File: src/rtl/hazard_ctrl.sv
// Hazard and sequencing controller for the 5-stage pipeline: E-stage forwarding,
// load-use stalls, branch flushes, memory-wait freeze with timeout, perf counters.

module hazard_fwd (
   input  logic [4:0] rs,
   input  logic [4:0] rd_m,
   input  logic [4:0] rd_w,
   input  logic       reg_write_m,
   input  logic       reg_write_w,
   output logic [1:0] fwd
);
   always_comb begin
      fwd = 2'b00;
      if (reg_write_m && rd_m != 5'd0 && rd_m == rs)      fwd = 2'b10;
      else if (reg_write_w && rd_w != 5'd0 && rd_w == rs) fwd = 2'b01;
   end
endmodule

module hazard_ctrl #(
   parameter int         MEM_TIMEOUT = 16,
   parameter int         CNT_W       = 16,
   parameter logic [1:0] LOAD_SRC    = 2'b01
) (
   input  logic             clk,
   input  logic             rst,
   input  logic [4:0]       rs1_d,
   input  logic [4:0]       rs2_d,
   input  logic [4:0]       rs1_e,
   input  logic [4:0]       rs2_e,
   input  logic [4:0]       rd_e,
   input  logic [4:0]       rd_m,
   input  logic [4:0]       rd_w,
   input  logic [1:0]       result_src_e,
   input  logic             reg_write_m,
   input  logic             reg_write_w,
   input  logic             pc_src_e,
   input  logic             mem_access_m,
   input  logic             mem_ready,
   input  logic             cnt_clr,
   output logic [1:0]       forward_a_e,
   output logic [1:0]       forward_b_e,
   output logic             stall_f,
   output logic             stall_d,
   output logic             flush_d,
   output logic             flush_e,
   output logic             freeze,
   output logic             mem_err,
   output logic [CNT_W-1:0] stall_cnt,
   output logic [CNT_W-1:0] flush_cnt
);
   localparam int NUM_OPS = 2;
   localparam int WC_W    = (MEM_TIMEOUT < 2) ? 1 : $clog2(MEM_TIMEOUT + 1);

   typedef enum logic [1:0] {RUN, MEM_WAIT, ERROR} state_t;

   state_t               state;
   logic [WC_W-1:0]      wait_cnt;
   logic [NUM_OPS-1:0][4:0] rs_e;
   logic [NUM_OPS-1:0][1:0] fwd;
   logic                 lw_hz, miss, run_mode, br_flush;
   logic                 stall_c, flush_d_c, flush_e_c, freeze_c;

   assign rs_e = {rs2_e, rs1_e};

   generate
      for (genvar i = 0; i < NUM_OPS; i++) begin : g_fwd
         hazard_fwd u_fwd (
            .rs          (rs_e[i]),
            .rd_m        (rd_m),
            .rd_w        (rd_w),
            .reg_write_m (reg_write_m),
            .reg_write_w (reg_write_w),
            .fwd         (fwd[i])
         );
      end
   endgenerate

   assign lw_hz    = (result_src_e == LOAD_SRC) && rd_e != 5'd0 &&
                     (rd_e == rs1_d || rd_e == rs2_d);
   assign miss     = mem_access_m && !mem_ready;
   // The cycle a pending access completes behaves exactly like RUN (Mealy release).
   assign run_mode = (state == RUN) || (state == MEM_WAIT && mem_ready);

   always_comb begin
      stall_c   = 1'b0;
      flush_d_c = 1'b0;
      flush_e_c = 1'b0;
      freeze_c  = 1'b0;
      br_flush  = 1'b0;
      if (state == ERROR || (state == MEM_WAIT && !mem_ready)) begin
         stall_c  = 1'b1;
         freeze_c = 1'b1;
      end else if (run_mode) begin
         if (miss) begin
            stall_c  = 1'b1;
            freeze_c = 1'b1;
         end else if (pc_src_e) begin
            flush_d_c = 1'b1;
            flush_e_c = 1'b1;
            br_flush  = 1'b1;
         end else if (lw_hz) begin
            stall_c   = 1'b1;
            flush_e_c = 1'b1;
         end
      end
   end

   // Combinational paths are gated so every output reads 0 while reset is held.
   assign forward_a_e = rst ? fwd[0] : 2'b00;
   assign forward_b_e = rst ? fwd[1] : 2'b00;
   assign stall_f     = rst & stall_c;
   assign stall_d     = rst & stall_c;
   assign flush_d     = rst & flush_d_c;
   assign flush_e     = rst & flush_e_c;
   assign freeze      = rst & freeze_c;
   assign mem_err     = (state == ERROR);

   always_ff @(posedge clk or negedge rst) begin
      if (!rst) begin
         state    <= RUN;
         wait_cnt <= '0;
      end else begin
         case (state)
            RUN: if (miss) begin
               wait_cnt <= WC_W'(1);
               state    <= (MEM_TIMEOUT == 1) ? ERROR : MEM_WAIT;
            end
            MEM_WAIT: begin
               if (mem_ready)                                   state <= RUN;
               else if (wait_cnt == WC_W'(MEM_TIMEOUT - 1))     state <= ERROR;
               else                                             wait_cnt <= wait_cnt + 1'b1;
            end
            default: state <= ERROR;
         endcase
      end
   end

   always_ff @(posedge clk or negedge rst) begin
      if (!rst) begin
         stall_cnt <= '0;
         flush_cnt <= '0;
      end else if (cnt_clr) begin
         stall_cnt <= '0;
         flush_cnt <= '0;
      end else begin
         if (stall_c && stall_cnt != '1)  stall_cnt <= stall_cnt + 1'b1;
         if (br_flush && flush_cnt != '1) flush_cnt <= flush_cnt + 1'b1;
      end
   end
endmodule

File: config.mk
export PLATFORM = sky130hd
export DESIGN_NAME = hazard_ctrl
export DESIGN_NICKNAME = d
export VERILOG_FILES = /design/src/rtl/hazard_ctrl.sv
export SDC_FILE = /design/constraint.sdc
export NUM_CORES = 1
export LEC_CHECK = 0
export ABC_AREA = 0
export CAP_MARGIN = 20
export CELL_PAD_IN_SITES_DETAIL_PLACEMENT = 1
export CELL_PAD_IN_SITES_GLOBAL_PLACEMENT = 1
export CORE_ASPECT_RATIO = 1.1
export CORE_MARGIN = 3
export CORE_UTILIZATION = 33
export DETAILED_ROUTE_END_ITERATION = 10
export GPL_TIMING_DRIVEN = 0
export PLACE_DENSITY = 0.86
export SETUP_SLACK_MARGIN = 0.4
export SYNTH_ARGS = -nofsm -noshare
export SYNTH_HDL_FRONTEND = slang
export SYNTH_HIERARCHICAL = 1
export SYNTH_SLANG_ARGS = --single-unit
export TNS_END_PERCENT = 100
File: constraint.sdc
create_clock -name clk -period 2.9 [get_ports clk]
set_input_delay 0.58 -clock clk [delete_from_list [all_inputs] [get_ports clk]]
set_output_delay 0.58 -clock clk [all_outputs]
set_load 0.01 [all_outputs]
=== Yosys cells after proc, flatten, opt, wreduce, memory -nomap -nowiden ===
Cells that the tools add are included.
Widths: inputs -> output; s select.

* Output and inout bits: 42
* Word-level logic and storage cells: 87
* Bits in registers: 39

* Equality and inequality tests: 16
* Multiplexer cells: 34
* Add/subtract/negate cells: 3
* Bitwise logic cells: 4
* Reductions and logical operators: 26

{| class="wikitable"
|+ Operators by type and width
! kind !! number
|-
| $mux 16 || 4
|-
| $add 16x1->16 const B || 2
|-
| $ne 16x16->1 const B || 2
|-
| $eq 5x5->1 || 6
|-
| $mux 1 || 18
|-
| $mux 5 || 3
|-
| $reduce_bool 5->1 || 3
|-
| $mux 2 || 7
|-
| $logic_and 1x1->1 || 13
|-
| $pmux 5 s2 || 1
|-
| $ne 2x2->1 const B || 3
|-
| $reduce_bool 2->1 || 3
|-
| $add 5x1->5 const B || 1
|-
| $eq 5x4->1 const B || 1
|-
| $and 1x1->1 || 4
|-
| $eq 2x1->1 const B || 2
|-
| $pmux 2 s2 || 1
|-
| $reduce_and 4->1 || 1
|-
| $logic_or 1x1->1 || 3
|-
| $ne 3x2->1 const B || 1
|-
| $eq 2x2->1 const B || 1
|-
| $logic_not 2->1 || 1
|-
| $reduce_and 2->1 || 1
|-
| $logic_not 1->1 || 1
|}

=== Depth between registers and ports, before layout ===
* Word-level depth: 11
* Mapped depth: 9
* Gate-level depth less buffers: 8

=== Cells and area by module ===
The synthesis kept the hierarchy.

{| class="wikitable"
|+ Modules (own cells, without submodules)
! module !! area each (µm²) !! instances !! cells each !! sequential area each (µm²)
|-
| hazard_ctrl || 2242.2 || 1 || 246 || 975.9
|-
| hazard_fwd || 151.4 || 2 || 20 || 0.0
|}

=== Least setup slack after synthesis ===
OpenSTA, ideal clock, no wires.

* Path type: input-to-reg
* From: input mem_ready
* To: register stall_cnt[8]
* Data arrival time: 2.264 ns
* Library setup time: 0.078 ns
* Required time: 2.822 ns
* Cell stages on the path: 7
* Buffers on the path: 1
* Path slack: 0.558 ns
* Path through: nand2b_4 -> a221o_1 -> a311o_1 -> o21ba_1 -> buf_6 -> or4_1 -> a21oi_1

* Cells in the longest elaborated chain, start to end: 7
* Elaborated cells between the ends (all ways): 11
* Those cells by class: 3 x mux; 8 x reduce/logical

{| class="wikitable"
|+ RTL lines
! element !! RTL line !! RTL
|-
| start, declared || 38 || <nowiki>input logic mem_ready,</nowiki>
|-
| $logic_not 1->1 || 80, 90 ||
|-
| $logic_and 1x1->1 || 80 || <nowiki>assign miss = mem_access_m && !mem_ready;</nowiki>
|-
| $mux 1 || 94 || <nowiki>if (miss) begin</nowiki>
|-
| $mux 1 || 93 || <nowiki>end else if (run_mode) begin</nowiki>
|-
| $mux 1 * || 90 || <nowiki>if (state == ERROR || (state == MEM_WAIT && !mem_ready)) begin</nowiki>
|-
| $logic_and 1x1->1 * || 146 || <nowiki>if (stall_c && stall_cnt != '1) stall_cnt <= stall_cnt + 1'b1;</nowiki>
|-
| $reduce_bool 2->1 (no source line) * || - ||
|-
| end signal, assigned || 146 ||
|-
| end, declared || 48 || <nowiki>output logic [CNT_W-1:0] stall_cnt,</nowiki>
|}

Mark *: on every way between the ends. The rest lies on a longest branch, timed or not.
A chain may end at the register's enable or synchronous reset.

=== Worst setup path after layout ===
* From: input rd_e[2]
* To: output stall_f

* Cells in the longest elaborated chain, start to end: 9
* Elaborated cells between the ends (all ways): 12
* Those cells by class: 2 x eq/ne; 5 x mux; 1 x bitwise; 4 x reduce/logical

{| class="wikitable"
|+ RTL lines
! element !! RTL line !! RTL
|-
| start, declared || 30 || <nowiki>input logic [4:0] rd_e,</nowiki>
|-
| $eq 5x5->1 / $reduce_bool 5->1 (equally long branches) || 79, 78 ||
|-
| $logic_or 1x1->1 / $logic_and 1x1->1 (equally long branches) || 79, 78 ||
|-
| $logic_and 1x1->1 * || 78 || <nowiki>assign lw_hz = (result_src_e == LOAD_SRC) && rd_e != 5'd0 &&</nowiki>
|-
| $mux 1 * || 101 || <nowiki>end else if (lw_hz) begin</nowiki>
|-
| $mux 1 * || 97 || <nowiki>end else if (pc_src_e) begin</nowiki>
|-
| $mux 1 * || 94 ||
|-
| $mux 1 * || 93 ||
|-
| $mux 1 * || 90 ||
|-
| $and 1x1->1 * || 111 || <nowiki>assign stall_f = rst & stall_c;</nowiki>
|-
| end, declared || 42 || <nowiki>output logic stall_f,</nowiki>
|}

Marks and branches as above.

==> flow_summary.json <==
{
  "syn_area_um2": 2540,
  "cts.sinks": 39,
  "synth_ff_type": "dfrtp_1",
  "clk_pin_slew_ps": 80,
  "cts.htree.levels": 2,
  "synth_edf_count": 0,
  "worst_pin_slew_ps": 530,
  "required_ps": 2320,
  "seq_area_um2": 976,
  "grt_pass1_vias": 2850,
  "die_h_um": 98.1,
  "synthMuxAreaShare_pct": 0.787,
  "globalplace.congestion": 0.818,
  "endpoint_kind": "output port",
  "finalSetupViolations": 0,
  "final_nets": 437,
  "cp-endpoint": "stall_f",
  "numCtsBuffers": 5,
  "io_buffer_count": 85,
  "critical_path_peak_fanout": 3,
  "synth_area_leaders": "dfrtp_1 38%, xor2_1 8.9%, xnor2_1 4.8%",
  "synth_cell_type_count": 45,
  "regToRegSetupSlack_ps": 520,
  "viasPerCell": 5.27,
  "cts_tree": "done",
  "synth_async_sr_flop_share_pct": 100,
  "multi_input_area_um2": 1620,
  "yosysSeqAreaShare_pct": 38.3,
  "avgSynthCellArea_um2": 8.90,
  "wl_per_cell_um": 17.0,
  "syn_nets": 335,
  "final_hold_viol_count": 0,
  "postSynthCellCount": 286,
  "final-max-slew-violation-count": 0,
  "nFillCells": 860,
  "clock_latency_ps": 300,
  "critPathLaunchType": "input port",
  "ys_ff_latch": 39,
  "hold_class": "in2async",
  "leakage_nw": 1.58,
  "antenna_found_initial": 0,
  "ioPinCount": 87,
  "yosysTopAreaCell": "dfrtp_1",
  "cp.arrival_ps": 1940,
  "die-area_um2": 8800,
  "final_cell_mix": "39 x dfrtp_1, 36 x clkdlybuf4s50_1, 26 x xor2_1",
  "final_common_cell": "dfrtp_1",
  "drt_iter0_drc": 67,
  "drc_errors": 0,
  "r2r_cells": 7,
  "grt_max_degree": 31,
  "setup_tns_ps": 0,
  "fin_worst_skew_ps": 8.79,
  "clock_path_buffers": 2,
  "core_um2": 7250,
  "clock-root-buffer": "clkbuf_8",
  "startpoint": "rd_e[2]",
  "rr_startpoint": "stall_cnt[3]$_DFFE_PN0P_",
  "crit_type": "in2out",
  "synth_top_family_by_area": "simple AND/OR/NAND/NOR gates",
  "grt_pass1_wl_um": 14200,
  "drive_gt1_share_pct": 19.0,
  "antenna_cells": 0,
  "slew_headroom_pct": 64.7,
  "period_share_pct": 86.9,
  "synthSimpleGateAreaFrac_pct": 27.3,
  "row_count": 32,
  "status": "completed",
  "hold_buffers": 0,
  "clock.fmax_mhz": 397,
  "p_per_area_nw_per_um2": 311,
  "synth-compound-area-share_pct": 15.2,
  "fp.dieW_um": 89.7,
  "hpwl_um": 6030,
  "synth_top_area_share_pct": 38.3,
  "irDropWorstVdd_mv": 0.283,
  "synth-adder-area-share_pct": 1.97,
  "drtPass1Iterations": 4,
  "detail-route-antenna-nets": 0,
  "synth-xor-area-share_pct": 13.8,
  "cap_viol_max_count": 0,
  "wl_um": 8360,
  "grt_setup_unrepaired": "true",
  "final.min_clock_period_ps": 2520,
  "start_util_pct": 35.1,
  "overflow": 0,
  "vias": 2588,
  "r2r_end": "stall_cnt[8]$_DFFE_PN0P_",
  "yosys_warnings": 6,
  "fin_util_pct": 51.3,
  "area_delta_synth_final_pct": 46.0,
  "grtUsageTotal_pct": 19.4
}
## critical path: stages
cell and delay, ps:
buf_2 120, or4_4 520, o21ai_4 170, buf_6 120
o32a_1 140, nor2b_2 50, buf_4 130, buf_6 110
## final cells by class
class                           count  share of cell area (%)
Inverter                            5                   0.505
Multi-Input combinational cell    233                    43.6
Buffer                              9                    1.35
Clock buffer                        8                    2.69
Sequential cell                    39                    26.3
Timing Repair Buffer               95                    22.2
Tap cell                          102                    3.44
## power by group
part / internal (W) / switching [W] / total [W]
combinational: 0.0000897 / 0.0000997 / 0.000189
sequential: 0.000547 / 0.00000479 / 0.000551
clock: 0.000217 / 0.000198 / 0.000416
## worst min-delay path by stage
stage | startpoint | to | slack [ps] | depth (start not counted)
after floorplan | rst | flush_cnt[0]$_DFFE_PN0P_ | 280 | 0
after global placement | wait_cnt[3]$_DFFE_PN0P_ | wait_cnt[3]$_DFFE_PN0P_ | 530 | 2
after detailed placement | wait_cnt[4]$_DFFE_PN0P_ | wait_cnt[4]$_DFFE_PN0P_ | 550 | 2
after CTS | rst | stall_cnt[0]$_DFFE_PN0P_ | 150 | 1
after global routing | rst | stall_cnt[0]$_DFFE_PN0P_ | 150 | 1
final | rst | stall_cnt[0]$_DFFE_PN0P_ | 150 | 1
## per-stage QoR
step / worst slack (ps) / std cells / hold WS, ps / total power, W / area, um2
after floorplan: 558 / 286 / 284 / 0.000626 / 2540
after global routing: 340 / 491 / 151 / 0.00120 / 3710
after CTS: 336 / 489 / 152 / 0.00116 / 3700
after global placement: -1190 / 473 / 529 / 0.000738 / 3520
final: 381 / 491 / 150 / 0.00116 / 3710
after detailed placement: -510 / 474 / 551 / 0.000747 / 3540
## sequential cells by signal, summed over array words and instances, names as in the netlist
register,count
state,2
wait_cnt,5
flush_cnt,16
stall_cnt,16
## logic make-up after synthesis
family,count (synthesis)
compound gates,56
xor+xnor,40
fa+ha+maj,4
buf+inv,14
flops,39
mux,2
simple gates,131
## timing repair
item | CTS | global route
endpoints found under the setup margin | 26 | 16
buffers inserted | 7 | 2
cloned | 0 | 0
gates resized for setup | 110 | 41
pin swaps | 22 | 20
## cells in the mapped netlist, types with 3 or more instances
cell	count
nand3_1	22
nor2_1	27
ha_1	4
or4_1	4
o21ai_0	16
a21oi_1	18
and2_1	7
o31ai_1	3
inv_1	5
o211a_1	3
dfrtp_1	39
nor2b_1	7
nand2_1	19
nor3_1	10
nand4_1	6
clkbuf_1	5
xor2_1	26
xnor2_1	14
and3_1	5
or3_1	12
## routing by layer
layer | routed length (um) | GRT usage (%) | part of all wire, % | vias up
li1 | - | - | - | 1223
met1 | 3740 | 24.4 | 45 | 1273
met2 | 4120 | 34.0 | 49 | 87
met3 | 450 | 4.85 | 5.4 | 5
met4 | 50 | 4.25 | 0.60 | 0
met5 | 0 | 0 | 0 | -
No activity file was read; power rests on OpenSTA's default activity.
